--- config.mk ---
export PLATFORM = sky130hd
export DESIGN_NAME = affine_hfilter_6tap
export DESIGN_NICKNAME = d
export VERILOG_FILES = /design/src/rtl/affine_filter_pkg.sv /design/src/rtl/affine_tap_mult.sv /design/src/rtl/affine_hfilter_6tap.sv
export SDC_FILE = /design/constraint.sdc
export NUM_CORES = 1
export LEC_CHECK = 0
export CAP_MARGIN = 20
export CORE_ASPECT_RATIO = 0.6
export CORE_MARGIN = 2
export CORE_UTILIZATION = 32
export CTS_CLUSTER_SIZE = 24
export DETAILED_ROUTE_END_ITERATION = 12
export PLACE_DENSITY = 0.43
export REMOVE_ABC_BUFFERS = 1
export SYNTH_ARGS = -nofsm -noshare
export SYNTH_HDL_FRONTEND = slang
export SYNTH_SLANG_ARGS = --single-unit
--- constraint.sdc ---
create_clock -name clk -period 9.6 [get_ports clk]
set_input_delay 1.92 -clock clk [delete_from_list [all_inputs] [get_ports clk]]
set_output_delay 1.92 -clock clk [all_outputs]
set_load 0.03 [all_outputs]
--- src/rtl/affine_filter_pkg.sv ---
// Shared constants for the 6-tap affine horizontal interpolator: widths, rounding and the
// per-phase coefficient table used by the tap multipliers.
package affine_filter_pkg;

  localparam int unsigned SAMPLE_W_DEF = 8;
  localparam int unsigned ACC_W_DEF    = 16;
  localparam int unsigned NUM_TAPS     = 6;
  localparam int          ROUND_OFS    = 32;
  localparam int          NORM_SH      = 6;

  typedef enum logic {StFill, StRun} fill_st_e;

  // Stored as 8-bit signed so the +64 centre tap of phase 0 is representable.
  localparam logic signed [7:0] COEF [16][6] = '{
    '{ 8'sd0,  8'sd0,   8'sd64, 8'sd0,   8'sd0,   8'sd0},
    '{ 8'sd1, -8'sd3,   8'sd63, 8'sd4,  -8'sd2,   8'sd1},
    '{ 8'sd1, -8'sd5,   8'sd62, 8'sd8,  -8'sd3,   8'sd1},
    '{ 8'sd2, -8'sd8,   8'sd60, 8'sd13, -8'sd4,   8'sd1},
    '{ 8'sd3, -8'sd10,  8'sd58, 8'sd17, -8'sd5,   8'sd1},
    '{ 8'sd3, -8'sd11,  8'sd52, 8'sd26, -8'sd8,   8'sd2},
    '{ 8'sd2, -8'sd9,   8'sd47, 8'sd31, -8'sd10,  8'sd3},
    '{ 8'sd3, -8'sd11,  8'sd45, 8'sd34, -8'sd10,  8'sd3},
    '{ 8'sd3, -8'sd11,  8'sd40, 8'sd40, -8'sd11,  8'sd3},
    '{ 8'sd3, -8'sd10,  8'sd34, 8'sd45, -8'sd11,  8'sd3},
    '{ 8'sd3, -8'sd10,  8'sd31, 8'sd47, -8'sd9,   8'sd2},
    '{ 8'sd2, -8'sd8,   8'sd26, 8'sd52, -8'sd11,  8'sd3},
    '{ 8'sd1, -8'sd5,   8'sd17, 8'sd58, -8'sd10,  8'sd3},
    '{ 8'sd1, -8'sd4,   8'sd13, 8'sd60, -8'sd8,   8'sd2},
    '{ 8'sd1, -8'sd3,   8'sd8,  8'sd62, -8'sd5,   8'sd1},
    '{ 8'sd1, -8'sd2,   8'sd4,  8'sd63, -8'sd3,   8'sd1}
  };

endpackage

--- src/rtl/affine_tap_mult.sv ---
// One filter tap: selects this tap's coefficient by phase and multiplies the sample by it
// with a shift-add network.
module affine_tap_mult
  import affine_filter_pkg::*;
#(
  parameter int unsigned TAP      = 0,
  parameter int unsigned SAMPLE_W = SAMPLE_W_DEF,
  parameter int unsigned ACC_W    = ACC_W_DEF
) (
  input  logic [SAMPLE_W-1:0]     sample,
  input  logic [3:0]              frac_q,
  output logic signed [ACC_W-1:0] prod
);

  logic signed [7:0] coef;
  logic [7:0]        mag;
  logic [ACC_W-1:0]  acc;

  always_comb begin
    coef = COEF[frac_q][TAP];
    mag  = coef[7] ? 8'(-coef) : 8'(coef);
    acc  = '0;
    for (int b = 0; b < 8; b++) begin
      if (mag[b]) acc = acc + (ACC_W'(sample) << b);
    end
    prod = coef[7] ? -$signed(acc) : $signed(acc);
  end

endmodule

--- src/rtl/affine_hfilter_6tap.sv ---
// Streaming 6-tap 1/16-pel horizontal interpolator: sliding window, three-stage
// product / sum / round-clip pipeline, with full-pipeline freeze on output backpressure.
module affine_hfilter_6tap
  import affine_filter_pkg::*;
#(
  parameter int unsigned SAMPLE_W = SAMPLE_W_DEF,
  parameter int unsigned ACC_W    = ACC_W_DEF
) (
  input  logic                clk,
  input  logic                rst,
  input  logic                in_valid,
  output logic                in_ready,
  input  logic [SAMPLE_W-1:0] in_sample,
  input  logic                in_last,
  input  logic [3:0]          frac,
  output logic                out_valid,
  input  logic                out_ready,
  output logic [SAMPLE_W-1:0] out_sample,
  output logic                out_last
);

  logic                    stall, accept, launch;
  logic [2:0]              cnt_q;
  logic [3:0]              frac_q;
  fill_st_e                fill_st;
  logic [SAMPLE_W-1:0]     win_q   [NUM_TAPS];
  logic [SAMPLE_W-1:0]     win_nxt [NUM_TAPS];
  logic signed [ACC_W-1:0] prod    [NUM_TAPS];
  logic signed [ACC_W-1:0] p1_q    [NUM_TAPS];
  logic                    v1_q, l1_q, v2_q, l2_q;
  logic signed [ACC_W-1:0] sum_d, sum2_q, rnd, y;
  logic [SAMPLE_W-1:0]     clip;

  assign stall    = out_valid && !out_ready;
  assign in_ready = !stall;
  assign accept   = in_valid && in_ready;
  assign fill_st  = (cnt_q == 3'd6) ? StRun : StFill;
  // The accept that fills the sixth slot already completes a window.
  assign launch   = accept && (fill_st == StRun || cnt_q == 3'd5);

  always_comb begin
    for (int k = 0; k < 5; k++) win_nxt[k] = win_q[k+1];
    win_nxt[5] = in_sample;
  end

  for (genvar k = 0; k < NUM_TAPS; k++) begin : g_tap
    affine_tap_mult #(
      .TAP      (k),
      .SAMPLE_W (SAMPLE_W),
      .ACC_W    (ACC_W)
    ) u_tap (
      .sample (win_nxt[k]),
      .frac_q (frac_q),
      .prod   (prod[k])
    );
  end

  always_ff @(posedge clk) begin
    if (rst) begin
      cnt_q  <= '0;
      frac_q <= '0;
      for (int k = 0; k < NUM_TAPS; k++) win_q[k] <= '0;
    end else if (accept) begin
      for (int k = 0; k < NUM_TAPS; k++) win_q[k] <= win_nxt[k];
      if (cnt_q == 3'd0) frac_q <= frac;
      if (in_last) begin
        cnt_q <= '0;
      end else if (fill_st == StFill) begin
        cnt_q <= cnt_q + 3'd1;
      end
    end
  end

  always_comb begin
    sum_d = '0;
    for (int k = 0; k < NUM_TAPS; k++) sum_d = sum_d + p1_q[k];
  end

  always_comb begin
    rnd = sum2_q + ACC_W'(ROUND_OFS);
    y   = rnd >>> NORM_SH;
    if (y[ACC_W-1]) begin
      clip = '0;
    end else if (|y[ACC_W-2:SAMPLE_W]) begin
      clip = '1;
    end else begin
      clip = y[SAMPLE_W-1:0];
    end
  end

  always_ff @(posedge clk) begin
    if (rst) begin
      v1_q       <= 1'b0;
      l1_q       <= 1'b0;
      v2_q       <= 1'b0;
      l2_q       <= 1'b0;
      sum2_q     <= '0;
      out_valid  <= 1'b0;
      out_sample <= '0;
      out_last   <= 1'b0;
      for (int k = 0; k < NUM_TAPS; k++) p1_q[k] <= '0;
    end else if (!stall) begin
      v1_q <= launch;
      l1_q <= launch && in_last;
      if (launch) begin
        for (int k = 0; k < NUM_TAPS; k++) p1_q[k] <= prod[k];
      end
      v2_q      <= v1_q;
      l2_q      <= l1_q;
      sum2_q    <= sum_d;
      out_valid <= v2_q;
      out_last  <= l2_q;
      if (v2_q) out_sample <= clip;
    end
  end

endmodule

==> flow_metrics.py <==
metrics = {
    "timing": {
        "post-route-period-util_pct": 91.25,
        "setup_total_negative_slack_ps": 0,
        "finalMaxSlewViolations": 0,
        "worst_slew_pin_slew_ps": 1080,
        "rsz0062_at_grt": "no",
        "fmax_mhz": 114.2,
        "worst_setup_slack_after_layout_ps": 840.2,
        "hold_slack_ps": 456.9,
        "timing.final.setup_violations": 0,
        "skew_ps": 21.43,
        "headroom_to_the_max_slew_limit_pct": 27.02,
        "final_hold_viol_count": 0,
        "clock_period_minus_worst_slack_ps": 8760,
    },
    "layout": {
        "area_growth_pct": 10.33,
        "design_area_um2": 18540,
        "layout-drive-gt1-share_pct": 6.768,
        "final_nets": 2228,
        "diodes": 0,
    },
    "floorplan": {
        "die_w_um": 299.8,
        "dieArea_um2": 54410,
        "placementRows": 64,
        "top_level_ports": 28,
        "floorplan.die.height_um": 181.5,
        "core_area_um2": 51410,
        "initial_utilization_pct": 32.68,
    },
    "detailed_routing": {
        "routedWlPerCell_um": 19.03,
        "drt_iter0_markers": 989,
        "post_drt_via_cell_ratio": 5.173,
        "postRouteAntennaNets": 0,
        "dr_total_vias": 13750,
        "detail_route.wirelength_um": 50590,
        "detailedRoute.firstPassIterationCount": 5,
        "drt_drc_violations_left": 0,
    },
    "cts": {
        "clock_latency_ps": 460,
        "cts_inserted_buffers": 17,
        "clock_sink_count": 153,
        "htreeDepth": 4,
        "clockBufferDepth": 2,
        "clk_pin_slew_ps": 70,
        "ctsHoldBuffers": 0,
        "clock-root-buffer": "sky130_fd_sc_hd__clkbuf_16",
        "tritoncts_clock_tree": "yes",
    },
    "synthesis": {
        "synth-main-ff-cell": "sky130_fd_sc_hd__edfxtp_1",
        "syn-cell-area_um2": 16800,
        "synth-seq-cells": 153,
        "seq_area_frac_synth_pct": 25.44,
        "synthDistinctLibCells": 87,
        "syn_avg_cell_area_um2": 8.678,
        "synth_edf_count": 121,
        "post_synth_inst_count": 1936,
        "synth_async_sr_flop_share_pct": 0,
        "yosysWarnings": 0,
    },
    "power": {
        "vdd_drop_max_mv": 0.08519,
        "powerDensity_nw_per_um2": 154.4,
        "total_leakage_power_nw": 8.152,
        "total_power_mw": 2.862,
    },
    "worst_hold_path": {
        "worst_hold_path_type": "reg -> reg",
        "hold_path_depth": 2,
    },
    "worst_setup_path": {
        "crit_fanout": 9,
        "max_stage_delay_ps": 680,
        "timing.critical_path.from_type": "register",
        "critical-path-top-cell-by-count": "sky130_fd_sc_hd__ha_1",
        "worst_ep_required_time_ps": 9800,
        "crit_slowest_cell": "sky130_fd_sc_hd__or4b_2",
        "critPathKind": "reg -> reg",
        "crit_arrival_ps": 8960,
        "r2r.worst_path.cells": 35,
        "critical_path.endpoint_type": "register",
    },
    "placement": {
        "postPlaceCellArea_um2": 17920,
        "hpwl_um": 40690,
        "buffer_ports.inserted": 27,
        "post-place-ws_ps": 577.4,
        "gp_congestion": 0.8298,
    },
    "global_route": {
        "pin_count_of_the_biggest_net_entering_global_routing": 48,
        "groute.usage.overall_pct": 18.98,
        "grt_antenna_before_repair": 2,
        "grt_residual_overflow": 0,
        "first_pass_grt_wire_length_um": 78960,
        "grt_pass1_vias": 13170,
    },
    "status": {
        "status": "finished clean",
    },
    "flow_run": {
        "max_cap_viol_count": 0,
    },
}
[layout make-up]
class | count | area [µm²]
fillers | 5325 | 32870
multi-input cells | 1530 | 11590
flip-flops and latches | 153 | 4280
well taps | 693 | 867.1
inverters | 188 | 710.7
repair buffers | 62 | 528.0
clock buffers | 18 | 429.2
clock inverters | 14 | 128.9
[where the power goes]
group | switching (mW) | internal, mW
Clock | 0.322 | 0.343
Sequential | 0.0670 | 0.759
Combinational | 0.809 | 0.562
Total | 1.20 | 1.66
[through the flow]
| step | util, % | std cells |
|---|---|---|
| finish | 36.05 | 2658 |
| CTS | 35.95 | 2655 |
| global placement | 34.87 | 2623 |
| global route | 36.05 | 2658 |
| floorplan | - | 1871 |
| detailed placement | 34.87 | 2623 |
[synth_stat cells (all sizes together) (7+ instances only)]
| library cell | count | area [µm²] |
|---|---|---|
| a2111oi | 7 | 86.33 |
| a211oi | 24 | 185.2 |
| a21boi | 13 | 97.59 |
| a21o | 43 | 322.8 |
| a21oi | 172 | 864.6 |
| a31oi | 29 | 181.4 |
| and2 | 67 | 419.2 |
| and3 | 18 | 112.6 |
| buf | 16 | 88.83 |
| clkbuf | 49 | 183.9 |
| dfxtp | 32 | 640.6 |
| edfxtp | 121 | 3633 |
| fa | 67 | 1341 |
| ha | 192 | 2402 |
| inv | 188 | 710.7 |
| mux2 | 21 | 236.5 |
| mux2i | 36 | 364.1 |
| nand2 | 135 | 506.7 |
| nand2b | 23 | 143.9 |
| nand3 | 29 | 145.1 |
| nor2 | 168 | 630.6 |
| nor2b | 37 | 231.5 |
| nor3 | 57 | 290.3 |
| nor3b | 8 | 71.32 |
| o21a | 13 | 97.59 |
| o21ai | 104 | 520.5 |
| o21bai | 28 | 210.2 |
| o31ai | 10 | 75.07 |
| or3 | 18 | 112.6 |
| xnor2 | 82 | 718.2 |
| xor2 | 42 | 367.9 |
[per-layer routing]
layer	up-vias	part of all wire, %	global-route usage (%)
met5	-	0	0
met4	0	0.84	2.840
met3	26	6.5	3.793
met2	302	37	25.30
met1	6559	55	30.94
li1	6864	-	-
[layout by cell type, fill, tap and decap left out, types with 17 or more instances in the layout]
cell                              netlist  routed
sky130_fd_sc_hd__a21o_1                43      43
sky130_fd_sc_hd__clkbuf_16              0      17
sky130_fd_sc_hd__fa_1                  67      67
sky130_fd_sc_hd__nand2b_1              23      23
sky130_fd_sc_hd__nor3_1                56      55
sky130_fd_sc_hd__clkdlybuf4s50_1        0      26
sky130_fd_sc_hd__dfxtp_1               32      29
sky130_fd_sc_hd__mux2_2                21      21
sky130_fd_sc_hd__edfxtp_1             121     121
sky130_fd_sc_hd__nor2b_1               37      37
sky130_fd_sc_hd__mux2i_1               35      35
sky130_fd_sc_hd__nand3_1               29      29
sky130_fd_sc_hd__xor2_1                42      42
sky130_fd_sc_hd__ha_1                 192     191
sky130_fd_sc_hd__inv_1                184     184
sky130_fd_sc_hd__and2_1                67      67
sky130_fd_sc_hd__o21bai_1              28      28
sky130_fd_sc_hd__a31oi_1               29      27
sky130_fd_sc_hd__nor2_1               168     167
sky130_fd_sc_hd__a211oi_1              23      23
sky130_fd_sc_hd__buf_4                  0      34
sky130_fd_sc_hd__o21ai_0               99      98
sky130_fd_sc_hd__xnor2_1               82      82
sky130_fd_sc_hd__nand2_1              135     134
sky130_fd_sc_hd__or3_1                 18      17
sky130_fd_sc_hd__a21oi_1              171     168
sky130_fd_sc_hd__and3_1                18      18
[cell families after synthesis]
family,count (synthesis),share of synthesized area (%)
muxes,58,3.709
AOI/OAI and AO/OA,498,18.68
DFF,153,25.44
and+or+nand+nor,591,17.57
xor gates and xnor gates,124,6.465
buffers and inverters,253,5.854
adders and majority gates,259,22.28
[worst max-delay path: cells and delay by family, from the launching register on]
kind / cells / cell delay (ps)
AOI/OAI and AO/OA: 10 / 2710
and+or+nand+nor: 11 / 2250
adders and majority gates: 6 / 1870
xor gates and xnor gates: 4 / 730
DFF: 1 / 380
buffers and inverters: 3 / 370
muxes: 1 / 220
[sequential cells by signal, summed over array words and instances, names as in the netlist]
signal      flops
frac_q          4
out_last        1
out_sample      8
p1_q           81
v2_q            1
win_q          40
v1_q            1
cnt_q           3
l1_q            1
l2_q            1
out_valid       1
sum2_q         11
[final timing paths]
check             startpoint     endpoint  slack (ps)
hold / removal          l2_q         l2_q         460
setup reg to reg   frac_q[0]  p1_q[4][12]         840
hold reg to reg         l2_q         l2_q         460
setup / recovery   frac_q[0]  p1_q[4][12]         840
[repair_timing]
item | in CTS | in global routing
buffers inserted | 0 | 1
setup endpoints to repair | 0 | 5
resized for setup | 0 | 8
hold endpoints to repair | 0 | 0
(Power assumes the default switching activity.)
